**src/rtl/reg_file_pkg.sv**
```systemverilog
// reg_file_pkg: shared defaults, FSM state type and RISC-V ABI register indices for the register file
package reg_file_pkg;
  localparam int XLEN_DEF  = 32;
  localparam int NREGS_DEF = 32;
  typedef enum logic {CLEAR, RUN} state_t;
  localparam int ZERO = 0,  RA = 1,  SP = 2,  GP = 3,  TP = 4,  T0 = 5,  T1 = 6,  T2 = 7;
  localparam int S0 = 8,    S1 = 9,  A0 = 10, A1 = 11, A2 = 12, A3 = 13, A4 = 14, A5 = 15;
  localparam int A6 = 16,   A7 = 17, S2 = 18, S3 = 19, S4 = 20, S5 = 21, S6 = 22, S7 = 23;
  localparam int S8 = 24,   S9 = 25, S10 = 26, S11 = 27, T3 = 28, T4 = 29, T5 = 30, T6 = 31;
endpackage

```
**src/rtl/reg_file_scoreboard.sv**
```systemverilog
// reg_file_scoreboard: per-register busy bits with one set port, one clear port and a sync flush.
//   clk: clock; flush: synchronous clear of all bits
//   set_en/set_addr: mark a register busy; clr_en/clr_addr: mark a register ready (set wins on a tie)
//   addr: NRD packed lookup addresses; busy: lookup result per port
module reg_file_scoreboard #(
  parameter int NREGS = 32,
  parameter int NRD   = 2,
  localparam int AW   = $clog2(NREGS)
) (
  input  logic              clk,
  input  logic              flush,
  input  logic              set_en,
  input  logic [AW-1:0]     set_addr,
  input  logic              clr_en,
  input  logic [AW-1:0]     clr_addr,
  input  logic [NRD*AW-1:0] addr,
  output logic [NRD-1:0]    busy
);
  logic [NREGS-1:0] bits;
  always_ff @(posedge clk) begin
    if (flush) bits <= '0;
    else begin
      if (clr_en) bits[clr_addr] <= 1'b0;
      if (set_en) bits[set_addr] <= 1'b1;
    end
  end
  for (genvar i = 0; i < NRD; i++) begin : g_lk
    assign busy[i] = bits[addr[i*AW +: AW]];
  end
endmodule

```
**src/rtl/reg_file_scb.sv**
```systemverilog
// reg_file_scb: register file with NRD combinational read ports, one write port, write bypass,
// busy scoreboard and a post-reset clearing sweep (one entry per cycle, RAM friendly).
//   clk, rst_n (sync active-low); rd_addr/rd_data/rd_busy: packed per-port reads
//   wr_en/wr_addr/wr_data: writeback; iss_en/iss_addr: issue marks destination busy
//   init_done: high once the clearing sweep has finished
module reg_file_scb import reg_file_pkg::*; #(
  parameter int XLEN     = XLEN_DEF,
  parameter int NREGS    = NREGS_DEF,
  parameter int NRD      = 2,
  parameter int ZERO_REG = 1,
  localparam int AW      = $clog2(NREGS)
) (
  input  logic                clk,
  input  logic                rst_n,
  input  logic [NRD*AW-1:0]   rd_addr,
  output logic [NRD*XLEN-1:0] rd_data,
  output logic [NRD-1:0]      rd_busy,
  input  logic                wr_en,
  input  logic [AW-1:0]       wr_addr,
  input  logic [XLEN-1:0]     wr_data,
  input  logic                iss_en,
  input  logic [AW-1:0]       iss_addr,
  output logic                init_done
);
  localparam int N2 = 2**AW;
  localparam logic [N2-1:0] ONE = N2'(1);
  // addresses that map to real, writable storage: in range and not a hardwired x0
  localparam logic [N2-1:0] VMASK = ((ONE << NREGS) - ONE) & ~((ZERO_REG != 0) ? ONE : '0);
  state_t          state;
  logic [AW-1:0]   ptr;
  logic [XLEN-1:0] rf [NREGS];
  logic            clr, run, wr_ok, iss_ok, we;
  logic [AW-1:0]   wa;
  logic [XLEN-1:0] wd;
  logic [NRD-1:0]  lk;
  assign clr       = state == CLEAR;
  assign run       = state == RUN;
  assign init_done = run;
  assign wr_ok     = run & wr_en & VMASK[wr_addr];
  assign iss_ok    = run & iss_en & VMASK[iss_addr];
  always_ff @(posedge clk) begin
    if (!rst_n) begin
      state <= CLEAR;
      ptr   <= '0;
    end else if (clr) begin
      ptr <= ptr + AW'(1);
      if (ptr == AW'(NREGS-1)) state <= RUN;
    end
  end
  // the sweep and writeback share a single write port so the array stays a plain RAM
  assign we = rst_n & (clr | wr_ok);
  assign wa = clr ? ptr : wr_addr;
  assign wd = clr ? '0 : wr_data;
  always_ff @(posedge clk) if (we) rf[wa] <= wd;
  reg_file_scoreboard #(.NREGS(NREGS), .NRD(NRD)) u_scb (
    .clk(clk), .flush(~rst_n),
    .set_en(iss_ok), .set_addr(iss_addr),
    .clr_en(wr_ok), .clr_addr(wr_addr),
    .addr(rd_addr), .busy(lk)
  );
  for (genvar i = 0; i < NRD; i++) begin : g_rd
    logic [AW-1:0] a;
    logic          ok, byp;
    assign a   = rd_addr[i*AW +: AW];
    assign ok  = run & VMASK[a];
    assign byp = wr_en & (wr_addr == a);
    assign rd_data[i*XLEN +: XLEN] = ok ? (byp ? wr_data : rf[a]) : '0;
    // a value arriving on the bypass this cycle counts as ready
    assign rd_busy[i] = ok & lk[i] & ~byp;
  end
endmodule

```
**config.mk**
```make
export PLATFORM = sky130hd
export DESIGN_NAME = reg_file_scb
export DESIGN_NICKNAME = d
export VERILOG_FILES = /design/src/rtl/reg_file_pkg.sv /design/src/rtl/reg_file_scoreboard.sv /design/src/rtl/reg_file_scb.sv
export SDC_FILE = /design/constraint.sdc
export NUM_CORES = 1
export LEC_CHECK = 0
export CAP_MARGIN = 20
export CELL_PAD_IN_SITES_DETAIL_PLACEMENT = 0
export CELL_PAD_IN_SITES_GLOBAL_PLACEMENT = 2
export CORE_UTILIZATION = 50
export DETAILED_ROUTE_END_ITERATION = 12
export GPL_ROUTABILITY_DRIVEN = 0
export GPL_TIMING_DRIVEN = 1
export PLACE_DENSITY = 0.87
export SLEW_MARGIN = 20
export SYNTH_ARGS = -nofsm -noshare
export SYNTH_HDL_FRONTEND = slang
export SYNTH_HIERARCHICAL = 1
export SYNTH_SLANG_ARGS = --single-unit
```
**constraint.sdc**
```tcl
create_clock -name clk -period 5.5 [get_ports clk]
set_clock_uncertainty 0.1 [all_clocks]
set_input_delay 1.1 -clock clk [delete_from_list [all_inputs] [get_ports clk]]
set_output_delay 1.1 -clock clk [all_outputs]
set_load 0.05 [all_outputs]
```
# Word level (Yosys, flattened, before mapping)
# Memory sizes are Yosys's and may differ from the RTL's.
# Cells that the tools add are included.
[op_classes] muxes=25 n_reduce_logical=2 n_lt_le_gt_ge=6 eq_ne=3 add_sub_neg=1 bitwise_logic=20
[op_table] operator="two-way mux 32 bit" n=8
[op_table] operator="AND 32 bit" n=1
[op_table] operator="NOT 32 bit" n=1
[op_table] operator="bitwise OR 32 bit" n=1
[op_table] operator="< comparator 5 x 6 -> 1 bit, second input constant" n=4
[op_table] operator="AND 1 bit" n=13
[op_table] operator="two-way mux 1 bit" n=12
[op_table] operator="binary-select mux 1 bit (select 5 bit)" n=2
[op_table] operator="demux 1 bit (select 5 bit)" n=2
[op_table] operator="== test 5 bit" n=2
[op_table] operator=">= comparator 5 x 1 -> 1 bit, second input constant" n=2
[op_table] operator="adder 5 x 1 -> 5 bit, second input constant" n=1
[op_table] operator="== test 5 bit, second input constant" n=1
[op_table] operator="two-way mux 5 bit" n=1
[op_table] operator="NOT 1 bit" n=3
[op_table] operator="logical AND 1 bit" n=2
[op_table] operator="bitwise OR 1 bit" n=1
[word_totals] output_inout_bits=67 memories=5 wordCells=65 register_bits=38 ramBits=1024 rom_bits=128 in_bits=56
[memory_table] name="rf" words=32 word_bits=32 rd=2 rd_ports_with_merged_regs=0 wr=1 line="reg_file_scb.sv:31" text="logic [XLEN-1:0] rf [NREGS];"
[memory_table] name="(name not given)" words=32 word_bits=1 rd=1 rd_ports_with_merged_regs=0 wr=0 line="reg_file_scb.sv:65" text="assign ok = run & VMASK[a];"
[memory_table] name="(name not given)" words=32 word_bits=1 rd=1 rd_ports_with_merged_regs=0 wr=0 line="reg_file_scb.sv:65"
[memory_table] name="(name not given)" words=32 word_bits=1 rd=1 rd_ports_with_merged_regs=0 wr=0 line="reg_file_scb.sv:40" text="assign iss_ok = run & iss_en & VMASK[iss_addr];"
[memory_table] name="(name not given)" words=32 word_bits=1 rd=1 rd_ports_with_merged_regs=0 wr=0 line="reg_file_scb.sv:39" text="assign wr_ok = run & wr_en & VMASK[wr_addr];"

# Longest topological paths before layout
[depth] ltp_word=10 depth_mapped=9 depth_no_buf=6

# Modules after synthesis
# The synthesis kept the hierarchy.
[modules_own_cells] mod="reg_file_scb" seq_area_each_um2=30869.6 area_each_um2=48450.2 cells_per_inst=2691 instances=1
[modules_own_cells] mod="reg_file_scoreboard" seq_area_each_um2=640.6 area_each_um2=1935.6 cells_per_inst=244 instances=1

# Worst setup path before layout
# OpenSTA, ideal clock, no wires.
[synth_timing] kind="input to output" from="input rd_addr[1]" to="output rd_data[30]" n_path_buf=4 t_arrival_ns=3.314 cell_stages=9 path_slack_ns=0.986 t_required_ns=4.300 cell_sequence="buf_2 > buf_6 > nor2b_1 > buf_2 > clkbuf_1 > a221oi_1 > o21ai_0 > o2111a_1 > a2111oi_2"
[synth_between] elab_chain_cells=4 word_cells_on_any_way=8 cone_classes="eq/ne (1); mux (3); bitwise (2); memory (2)"
[synth_lines] element="start, declared" line="reg_file_scb.sv:15" text="input logic [NRD*AW-1:0] rd_addr,"
[synth_lines] element="memory (32 x 1 bit) / == test 5 bit (equally long branches)"
[synth_lines] element="two-way mux 1 bit (implied by the code) / AND 1 bit (equally long branches)" line="reg_file_scb.sv:65, reg_file_scb.sv:66"
[synth_lines] element="AND 1 bit / two-way mux 32 bit (equally long branches)" line="reg_file_scb.sv:65, reg_file_scb.sv:67"
[synth_lines] element="two-way mux 32 bit (*)" line="reg_file_scb.sv:67" text="assign rd_data[i*XLEN +: XLEN] = ok ? (byp ? wr_data : rf[a]) : '0;"
[synth_lines] element="end, declared" line="reg_file_scb.sv:16" text="output logic [NRD*XLEN-1:0] rd_data,"
# Mark *: on every way between the ends. The rest lies on a longest branch, timed or not. The select of a mux whose other input is x is not followed.

# Worst setup path after layout
[layout_timing] from="input wr_addr[2]" to="output rd_data[20]"
[layout_between] elab_chain_cells=4
[layout_lines] element="start, declared" line="reg_file_scb.sv:19" text="input logic [AW-1:0] wr_addr,"
[layout_lines] element="== test 5 bit" line="reg_file_scb.sv:66" text="assign byp = wr_en & (wr_addr == a);"
[layout_lines] element="AND 1 bit" line="reg_file_scb.sv:66"
[layout_lines] element="two-way mux 32 bit (2 in a row)" line="reg_file_scb.sv:67"
# Every way passes these cells.

==> run_results.csv <==
group,metric,value,unit
synth,yosys-top-cells-area,"edfxtp_1 (61%), mux4_2 (17%), mux2i_1 (7.0%)",
clock_tree,cts_resized,0,
worst_setup_path,required,4.30,ns
clock_tree,clockRootBuffer,"clkbuf_16",
clock_tree,numCtsBuffers,111,
power,p_comb_share,7.3,%
placement,detailed_place_hpwl,89700,um
timing,setup_violations,0,
worst_setup_path,cp-start-kind,"input port",
flow_run,maxCapViolations,0,
worst_setup_path,critPathKind,"in2out",
drt,drc,0,
synth,synth-edff-count,1024,
power,power.internal,14.2,mW
timing,slew-limit-headroom,25.3,%
power,pwr-share-seq,48.5,%
global_route,grt_first_pass_wirelength,228000,um
power,power_density,311,nW/um2
final_layout,drive_gt1_share,25.8,%
die,die_width,319,um
clock_tree,path_clk_slew,0.06,ns
timing,fin_tns_setup,0,ns
synth,synthCells,2935,
clock_tree,cts_tree,"yes",
drt,wl,159000,um
clock_tree,h-tree-depth,3,
power,p_switching,3.97,mW
die,dieArea,102000,um2
synth,yosysWarnings,6,
drt,wire_per_inst,35.7,um
timing,period_share,92.7,%
worst_setup_path,r2r-start,"init_done$_SDFF_PN0_",
drt,vias_per_cell,7.12,
global_route,grt_pass1_vias,32100,
synth,syn_nets,2993,
power,p_leak,19.1,nW
worst_setup_path,critPathArrivalTime,3.90,ns
worst_setup_path,critPathMaxFanout,23,
status,outcome,"finished clean",
timing,slew_viol_final,0,
synth,synth_top_area_share,61.0,%
power,ir_drop,0.243,mV
timing,worstMarginPinSlew,1.12,ns
final_layout,area_delta_synth_final,16.1,%
synth,synth_top_area_cell,"edfxtp_1",
clock_tree,clk_latency,0.69,ns
drt,vias,31700,
worst_hold_path,min_from,"u_scb/bits[2]$_SDFF_PP0_",
synth,seq_area_frac_synth,62.5,%
die,die_h,319,um
timing,rsz0062_at_grt,"false",
die,fp-row-count,116,
timing,hold_viol_final,0,
clock_tree,post_cts_buffers,0,
synth,ys_types,58,
worst_setup_path,startpoint,"wr_addr[2]",
placement,io_buffers,122,
final_layout,num-fill-cells,7232,
worst_setup_path,cp-end-kind,"primary output",
global_route,antenna_found_initial,2,
synth,synth-async-reset-ratio,0,%
final_layout,final_nets,3123,
synth,synthFlopType,"edfxtp_1",
synth,synth_area,50400,um2
timing,max_freq,196,MHz
timing,fin_crit,5.10,ns
power,netSwitchingFraction,21.9,%
clock_tree,cts_hold_buf,0,
clock_tree,cts_buffer_depth,3,
final_layout,fin_util,58.5,%
global_route,grt-busiest-layer,"met2",
die,initial_core_util,50.4,%
final_layout,num_antenna_cells,0,
synth,synth_seq_cells,1062,
clock_tree,clock_sinks,1062,
die,ios,123,
global_route,grt-ovfl-total,0,
worst_hold_path,min_path_type,"reg2reg",
drt,dr.pass1.iters,5,
die,core-area,100000,um2
synth,synth.avg_cell_area,17.2,um2
global_route,grt_max_degree,70,
drt,drtIter0Drc,4365,
drt,postRouteAntennaNets,0,
power,p_clk_share,44.2,%
global_route,met2_usage,50.7,%
global_route,use_met3,5.84,%
global_route,globalRouteMet1Util,41.3,%
global_route,track_usage,31.3,%
## worst max-delay path, stage by stage
cell and delay [ns]:
clkdlybuf4s50_1 0.45, xor2_1 0.19, nor4_2 0.51, nand3_1 0.30
and3_2 0.46, buf_12 0.28, a221o_1 0.40, buf_12 0.17
## cells in the final DEF (no fill, tap or decap), types with 6 or more instances in the layout
cell             synthesis  routed
o221ai_1                32      32
edfxtp_1              1024    1024
and3_1                  36      35
clkbuf_1               106      11
a221oi_1                63      63
buf_12                   2     109
nand3_1                 10      10
mux4_2                 386     386
a32o_1                  34      34
xor2_1                   8       8
nor2_1                  87      49
dfxtp_1                 38      37
a22oi_1                103     103
a211oi_1                33      33
o22ai_1                 31      31
a221o_1                 31      31
and2_1                  35      31
mux2i_1                350     350
nand2_1                190     190
bufinv_16                0      23
a21oi_1                 73      73
buf_4                   14      85
nand3b_1                 6       6
o21ai_0                 47      47
clkbuf_16                0     114
clkdlybuf4s50_1          0      48
clkinv_2                 0      19
o21ai_1                 21      21
clkinv_1                 2      24
nor2_4                   0      38
## final timing paths
path / to / slack (ns) / depth (start not counted)
worst max-delay path: rd_data[20] / 0.40 / 8
worst min-delay path: u_scb/bits[2]$_SDFF_PP0_ / 0.40 / 2
worst max register to register: rf[5][21]$_DFFE_PP_ / 1.94 / 5
worst min register to register: u_scb/bits[2]$_SDFF_PP0_ / 0.40 / 2
## final cells by class
class / instances / area (um2) / area share, %
sequential: 1062 / 31500 / 53.9
multi-input combinational: 1634 / 18100 / 30.9
timing repair buffer: 248 / 3380 / 5.79
clock buffer: 125 / 2890 / 4.95
tap: 1298 / 1620 / 2.78
clock inverter: 77 / 985 / 1.68
inverter: 8 / 31.3 / 0.0535
## cells by family after synthesis
kind of cell               after synthesis  synth area share [%]
AOI/OAI and AO/OA                      480                  6.98
xor gates and xnor gates                13                 0.226
adders and majority gates                2                0.0497
buffers and inverters                  239                  2.29
DFF                                   1062                  62.5
muxes                                  738                  24.3
and+or+nand+nor                        401                  3.67
## per-stage QoR
step                setup slack, ns  cell area, um2  hold WS, ns  power, mW  instances
CTS                           0.385           58500        0.396       18.2       4451
global route                  0.324           58500        0.427       18.6       4452
finish                        0.399           58500        0.400       18.2       4452
global placement              0.454           54600        0.375       10.3       4249
floorplan                     0.986           50400        0.365       9.83       2935
detailed placement            0.400           54600        0.388       10.3       4249
## power groups by stage
stage / clock network [mW] / logic (mW) / registers [mW]
floorplan: 0 / 0.848 / 8.98
global placement: 0 / 1.31 / 8.98
detailed placement: 0 / 1.32 / 8.99
CTS: 8.07 / 1.32 / 8.81
global route: 8.38 / 1.39 / 8.82
finish: 8.02 / 1.33 / 8.82
## layer usage
metal	wire, um	part of all wire [%]
met3	15400	9.7
met5	11	0.0069
met2	77200	49
met1	58700	37
met4	7740	4.9
## state kept, by name, summed over array words and instances, names as in the netlist
signal      cells
init_done       1
ptr             5
rf           1024
u_scb/bits     32
## synth_stat cells, types with 5 or more instances
cell,count
nand3_1,10
nor2_1,87
a32o_1,34
o221ai_1,32
buf_4,14
o21ai_0,47
xor2_1,8
inv_1,5
buf_2,82
nor3_1,5
nand3b_1,6
xnor2_1,5
and3_1,36
nand2_1,190
a221o_1,31
dfxtp_1,38
a211oi_1,33
and2_1,35
a22oi_1,103
a221oi_1,63
a21oi_1,73
o22ai_1,31
buf_6,9
nor2b_1,5
mux4_2,386
o21ai_1,21
mux2i_1,350
edfxtp_1,1024
clkbuf_1,106
buf_1,18
No activity file was read; power rests on OpenSTA's default activity.
